--- src/rtl/muldiv_pkg.sv ---
// Shared constants for the RV32M multiply/divide unit: funct3 codes, FSM encodings and
// operand-signedness helpers also used by the decoder and the execute-stage result mux.
package muldiv_pkg;

    localparam int unsigned XLEN = 32;

    localparam logic [2:0] MD_MUL    = 3'b000;
    localparam logic [2:0] MD_MULH   = 3'b001;
    localparam logic [2:0] MD_MULHSU = 3'b010;
    localparam logic [2:0] MD_MULHU  = 3'b011;
    localparam logic [2:0] MD_DIV    = 3'b100;
    localparam logic [2:0] MD_DIVU   = 3'b101;
    localparam logic [2:0] MD_REM    = 3'b110;
    localparam logic [2:0] MD_REMU   = 3'b111;

    localparam logic [1:0] StIdle = 2'b00;
    localparam logic [1:0] StRun  = 2'b01;
    localparam logic [1:0] StDone = 2'b10;

    function automatic logic op1_signed(input logic [2:0] f3);
        return !(f3 == MD_MULHU || f3 == MD_DIVU || f3 == MD_REMU);
    endfunction

    function automatic logic op2_signed(input logic [2:0] f3);
        return f3 == MD_MUL || f3 == MD_MULH || f3 == MD_DIV || f3 == MD_REM;
    endfunction

endpackage

--- src/rtl/muldiv_core.sv ---
// Datapath of the multiply/divide unit: 64-bit accumulator, one shift-add or restoring
// shift-subtract step per cycle on operand magnitudes, and the final sign fix / select.
module muldiv_core
    import muldiv_pkg::*;
(
    input  logic            clk_i,
    input  logic            rst_i,
    input  logic            load_i,
    input  logic            step_i,
    input  logic [2:0]      op_i,
    input  logic            neg_i,
    input  logic            special_i,
    input  logic [XLEN-1:0] opa_i,
    input  logic [XLEN-1:0] opb_i,
    input  logic [XLEN-1:0] preload_i,
    output logic [XLEN-1:0] res_o
);

    logic [63:0]     acc_q, acc_d;
    logic [XLEN-1:0] opa_q, opa_d;
    logic [XLEN-1:0] opb_q, opb_d;

    logic [32:0]     mul_sum;
    logic [32:0]     rem_sh;
    logic            div_ge;
    logic [XLEN-1:0] rem_next;
    logic [63:0]     prod_fix;
    logic [XLEN-1:0] quo, rem;

    // Multiply: product bits shift down into the low half while the multiplier drains out of opb.
    assign mul_sum = {1'b0, acc_q[63:32]} + (opb_q[0] ? {1'b0, opa_q} : 33'd0);

    // Divide: dividend MSBs shift out of opa into the remainder, quotient bits into the low half.
    assign rem_sh   = {acc_q[63:32], opa_q[31]};
    assign div_ge   = rem_sh >= {1'b0, opb_q};
    assign rem_next = div_ge ? (rem_sh[31:0] - opb_q) : rem_sh[31:0];

    always_comb begin
        acc_d = acc_q;
        opa_d = opa_q;
        opb_d = opb_q;
        if (load_i) begin
            acc_d = {32'h0, preload_i};
            opa_d = opa_i;
            opb_d = opb_i;
        end else if (step_i) begin
            if (op_i[2]) begin
                acc_d = {rem_next, acc_q[30:0], div_ge};
                opa_d = opa_q << 1;
            end else begin
                acc_d = {mul_sum, acc_q[31:1]};
                opb_d = opb_q >> 1;
            end
        end
    end

    always_ff @(posedge clk_i) begin
        if (rst_i) begin
            acc_q <= '0;
            opa_q <= '0;
            opb_q <= '0;
        end else begin
            acc_q <= acc_d;
            opa_q <= opa_d;
            opb_q <= opb_d;
        end
    end

    assign prod_fix = neg_i ? -acc_q : acc_q;
    assign quo      = acc_q[31:0];
    assign rem      = acc_q[63:32];

    always_comb begin
        res_o = acc_q[31:0];
        if (!special_i) begin
            if (!op_i[2]) begin
                res_o = (op_i == MD_MUL) ? prod_fix[31:0] : prod_fix[63:32];
            end else if (!op_i[1]) begin
                res_o = neg_i ? -quo : quo;
            end else begin
                res_o = neg_i ? -rem : rem;
            end
        end
    end

endmodule

--- src/rtl/muldiv_unit.sv ---
// Iterative RV32M multiply/divide unit: FSM, iteration counter, special-case detection,
// and the stall/valid handshake with the execute stage.
module muldiv_unit
    import muldiv_pkg::*;
(
    input  logic            clk,
    input  logic            rst,
    input  logic            start,
    input  logic [2:0]      funct3,
    input  logic [XLEN-1:0] opr1,
    input  logic [XLEN-1:0] opr2,
    input  logic            flush,
    output logic            stall,
    output logic            valid,
    output logic [XLEN-1:0] result
);

    logic [1:0]      state_q, state_d;
    logic [4:0]      cnt_q, cnt_d;
    logic [2:0]      op_q, op_d;
    logic            neg_q, neg_d;
    logic            special_q, special_d;
    logic [XLEN-1:0] result_q, result_d;

    logic            accept, step;
    logic            s1, s2;
    logic            div_zero, div_ovf, special;
    logic [XLEN-1:0] mag1, mag2, preload, core_res;

    assign accept = (state_q == StIdle) && start && !flush;

    assign s1   = op1_signed(funct3) & opr1[31];
    assign s2   = op2_signed(funct3) & opr2[31];
    assign mag1 = s1 ? -opr1 : opr1;
    assign mag2 = s2 ? -opr2 : opr2;

    assign div_zero = funct3[2] && (opr2 == '0);
    assign div_ovf  = (funct3 == MD_DIV || funct3 == MD_REM)
                      && (opr1 == 32'h8000_0000) && (opr2 == 32'hFFFF_FFFF);
    assign special  = div_zero || div_ovf;

    // Special-case results ride in the accumulator low word and bypass the sign fix.
    always_comb begin
        preload = '0;
        if (div_zero) begin
            preload = funct3[1] ? opr1 : 32'hFFFF_FFFF;
        end else if (div_ovf) begin
            preload = funct3[1] ? 32'h0 : 32'h8000_0000;
        end
    end

    always_comb begin
        state_d   = state_q;
        cnt_d     = cnt_q;
        op_d      = op_q;
        neg_d     = neg_q;
        special_d = special_q;
        result_d  = result_q;
        step      = 1'b0;
        case (state_q)
            StIdle: begin
                if (accept) begin
                    op_d      = funct3;
                    neg_d     = (funct3[2] && funct3[1]) ? s1 : (s1 ^ s2);
                    special_d = special;
                    cnt_d     = '0;
                    state_d   = special ? StDone : StRun;
                end
            end
            StRun: begin
                if (flush) begin
                    state_d = StIdle;
                end else begin
                    step  = 1'b1;
                    cnt_d = cnt_q + 5'd1;
                    if (cnt_q == 5'd31) begin
                        state_d = StDone;
                    end
                end
            end
            StDone: begin
                state_d = StIdle;
                if (!flush) begin
                    result_d = core_res;
                end
            end
            default: state_d = StIdle;
        endcase
    end

    always_ff @(posedge clk) begin
        if (rst) begin
            state_q   <= StIdle;
            cnt_q     <= '0;
            op_q      <= MD_MUL;
            neg_q     <= 1'b0;
            special_q <= 1'b0;
            result_q  <= '0;
        end else begin
            state_q   <= state_d;
            cnt_q     <= cnt_d;
            op_q      <= op_d;
            neg_q     <= neg_d;
            special_q <= special_d;
            result_q  <= result_d;
        end
    end

    muldiv_core u_core (
        .clk_i     (clk),
        .rst_i     (rst),
        .load_i    (accept),
        .step_i    (step),
        .op_i      (op_q),
        .neg_i     (neg_q),
        .special_i (special_q),
        .opa_i     (mag1),
        .opb_i     (mag2),
        .preload_i (preload),
        .res_o     (core_res)
    );

    assign stall  = accept || (state_q == StRun);
    assign valid  = (state_q == StDone) && !flush;
    assign result = valid ? core_res : result_q;

endmodule
--- config.mk ---
export PLATFORM = sky130hd
export DESIGN_NAME = muldiv_unit
export DESIGN_NICKNAME = d
export VERILOG_FILES = /design/src/rtl/muldiv_pkg.sv /design/src/rtl/muldiv_core.sv /design/src/rtl/muldiv_unit.sv
export SDC_FILE = /design/constraint.sdc
export NUM_CORES = 1
export LEC_CHECK = 0
export ABC_AREA = 1
export BUFFER_PORTS_ARGS = -buffer_cell sky130_fd_sc_hd__clkbuf_2
export CAP_MARGIN = 40
export CORE_UTILIZATION = 30
export DETAILED_ROUTE_END_ITERATION = 12
export MAX_ROUTING_LAYER = met4
export PLACE_DENSITY_LB_ADDON = 0.08
export REMOVE_ABC_BUFFERS = 1
export SLEW_MARGIN = 20
export SYNTH_ARGS = -nofsm -noshare
export SYNTH_HDL_FRONTEND = slang
export SYNTH_SLANG_ARGS = --single-unit
--- constraint.sdc ---
create_clock -name clk -period 2.6 [get_ports clk]
set_clock_uncertainty 0.2 [all_clocks]
set_input_delay 0.13 -clock clk [delete_from_list [all_inputs] [get_ports clk]]
set_output_delay 0.13 -clock clk [all_outputs]
set_load 0.02 [all_outputs]
==> qor.txt <==
Status: finished with violations
Failing checks: negative setup slack
Depth of the most critical reg-to-reg path: 17
Die Ht: 251 um
Post-synth EDFFs: 0
Fmax achieved: 0.333 GHz
Leading cell type in the layout, fill and taps excluded: nand2_1
Commonest non-fill, non-tap cells in the layout: nand2_1, buf_4, inv_1
NetSw: 5.33 mW
Diode count: 0
Core Region: 60,800 um^2
Buffers on Ports: 104
Cell variety after synth: 55
Avg Cell Area, Syn: 5.69 um^2
Post-Synthesis Cells: 3,274
Routability cong.: 1.10
Clk pwr share: 0.236
Capturing point of the worst reg2reg path: u_core.acc_q[59]
RSZ-0062 raised after global routing: true
Routed Antenna Nets: 0
P&R area growth vs syn: 60.8%
Initial antenna violation count: 2
Final core utilization: 0.493
Hold Vio Cnt, Final: 0
H-Tree Level Count: 4
Slew headroom: 0.479
Reg2Reg Setup Slack: -90 ps
Asr flop ratio synth: 0
Root buf cell: clkbuf_16
Rows: 90
Final instance area: 30,000 um^2
DRT iter0 DRCs: 2,260
Yosys reg bits: 172
Tmin final: 3010 ps
DRT Pass-1 Iters: 6
Crit path DAT: 2680 ps
Warning count from the yosys run: 0
Initial Utilization: 0.306
End of the worst hold path: u_core.opa_q[24]
Internal power: 6.85 mW
Pwr dens: 407 nW/um^2
Nets: 4,072
Die area: 63,100 um^2
Mapped Area: 18,600 um^2
Synth Flop Type: dfxtp_1
MaxCap Viol Count: 0
Pins Over Slew Limit: 0
Crit path required time: 2270 ps
HPWL Detailed: 78,400 um
Fin worst setup slack: -406 ps
Area post-placement: 23,400 um^2
Num ports: 105
Die width: 251 um
Worst-Skew Late Latency: 520 ps
RR Startpoint: u_core.acc_q[35]
Via/cell ratio: 5.39
Worst hold stages: 7
CTS Buf Count: 17
Grt ovf: 0
Measured slew at the worst slew-check pin: 782 ps
Final setup viols: 56
Crit start category: flop
CP Capture Type: output port
Sw Share: 0.438
CTS tree: yes
CP Class: reg2out
Total track usage: 0.323
Via count of the first global-routing pass: 23.4k
Seq pwr share: 0.241
CTS sink cnt: 172
Wire length of the first global-routing pass: 149,000 um
Hold wc startpoint: start
Maximum net fanout on the critical path: 4
Share of cells above drive strength 1: 0.389
CTS clock-pin slew for the worst setup and hold paths: 80 ps
Fin crit share: 1.16
Leak Pwr: 14.3 nW
Worst-case clock buffer depth: 2
Avg WL per Cell: 21.7 um
Seq/Total Area, Yosys: 0.185
Peak supply drop: 0.000620 V
Drt drc: 0
Largest net degree at the start of global routing: 64
Total number of vias: 25.4k
Gate power share: 0.523
Routed WL: 102,000 um
Tightest Hold Check Type: in2reg
logic make-up (layout without fill, tap and decap cells):
logic type / count (synthesis) / count (layout) / share of synthesized area
adder cells (fa/ha/maj): 74 / 74 / 0.0505
AND/OR/NAND/NOR: 1695 / 1696 / 0.395
AO/OA/AOI/OAI: 734 / 734 / 0.224
buffers and inverters: 536 / 1201 / 0.116
flip-flops: 172 / 172 / 0.185
XOR/XNOR: 63 / 63 / 0.0296
through the flow:
stage / hold WS [ps] / setup slack (ps) / power [mW] / instances / TNS (ps)
after floorplan: -7.56 / -1850 / 5.41 / 3129 / -163490
after global placement: 247 / -289 / 7.73 / 4512 / -6600
after detailed placement: 255 / -320 / 7.74 / 4512 / -6430
after CTS: 132 / -375 / 11.4 / 4678 / -10410
after global routing: 250 / -496 / 12.8 / 4722 / -16030
final: 178 / -406 / 12.2 / 4722 / -9820
worst max-delay path by stage:
stage                                 from          endpoint  cells after the start
final                     u_core.acc_q[29]        result[16]                     14
after global routing       u_core.acc_q[1]        result[28]                     18
after CTS                  u_core.acc_q[1]        result[26]                     18
after detailed placement   u_core.opb_q[0]  u_core.acc_q[41]                     16
after global placement     u_core.opb_q[0]  u_core.acc_q[53]                     14
after floorplan                 state_q[0]  u_core.opa_q[13]                      9
layer usage:
metal | global-route usage | vias to the layer above | routed length [um]
met1 | 0.461 | 12200 | 49300
met4 | 0.0739 | 0 | 2060
met2 | 0.480 | 870 | 44400
met3 | 0.0416 | 103 | 6510
met5 | - | - | 0
li1 | - | 12200 | -
cell usage after synthesis (5+ instances only):
cell type  instances  area, um^2
nand2_1          930        3490
or2_2              5        31.3
dfxtp_1          172        3440
a31oi_1            6        37.5
nor2_1           264         991
nand4_1           44         275
nand2_2           19         119
a21o_1             8        60.1
nand3_1          316        1580
o21ai_0          200        1000
buf_6              7        78.8
nor3_1            31         155
o2111ai_1         23         201
buf_1             10        37.5
o21ai_1           24         120
xor2_1            45         394
nor2_2            30         188
nand3b_1          15         113
o21a_1             8        60.1
inv_2             19        71.3
a21oi_2            6        52.6
buf_2             55         275
clkbuf_1          66         248
a21oi_1          332        1660
ha_1              72         901
nor2_4            10         113
o21bai_1           7        52.6
inv_1            369        1390
xnor2_1           18         158
o211ai_1          87         653
a221oi_1          21         184
nor4_1             5        31.3
buf_4              7        52.6
power groups by stage:
stage,logic [mW],clock network (mW),registers [mW]
after detailed placement,4.78,0,2.96
after CTS,5.47,2.97,2.91
after global placement,4.77,0,2.96
after floorplan,2.45,0,2.96
after global routing,6.81,3.03,2.94
final,6.37,2.88,2.93
registers in the layout, summed over array words and instances, names as in the netlist:
signal        cells
u_core.opb_q     32
u_core.opa_q     32
result_q         32
special_q         1
state_q           2
u_core.acc_q     64
cnt_q             5
neg_q             1
op_q              3
worst max-delay path, cell delays in order, from the launching register on:
cell      delay (ps)
dfxtp_1          330
nor2_1            50
buf_4            140
nand2_1          160
buf_4            140
inv_1             60
nor2_2           290
nor2_4           100
buf_4            150
o211ai_1         260
nand3_1          120
nand2_1           80
nand2_2           70
nand2_1           70
clkbuf_8         140
repair_timing:
| action | 4_1_cts | 5_1_grt |
|---|---|---|
| hold buffers | 71 | 0 |
| pin swaps | 105 | 261 |
| cloned | 3 | 6 |
| setup buffers | 60 | 49 |
| resized for setup | 557 | 549 |
| setup endpoints to repair | 74 | 68 |
| endpoints found under the hold margin | 98 | 0 |
area by class of cell:
type	instances	area, um^2
tap	782	978
timing repair buffer	778	6730
clock inverter	14	171
sequential	172	3550
clock buffer	18	429
inverter	391	1540
fill	6351	30800
multi-input combinational	2567	16600
(Power assumes the default switching activity.)
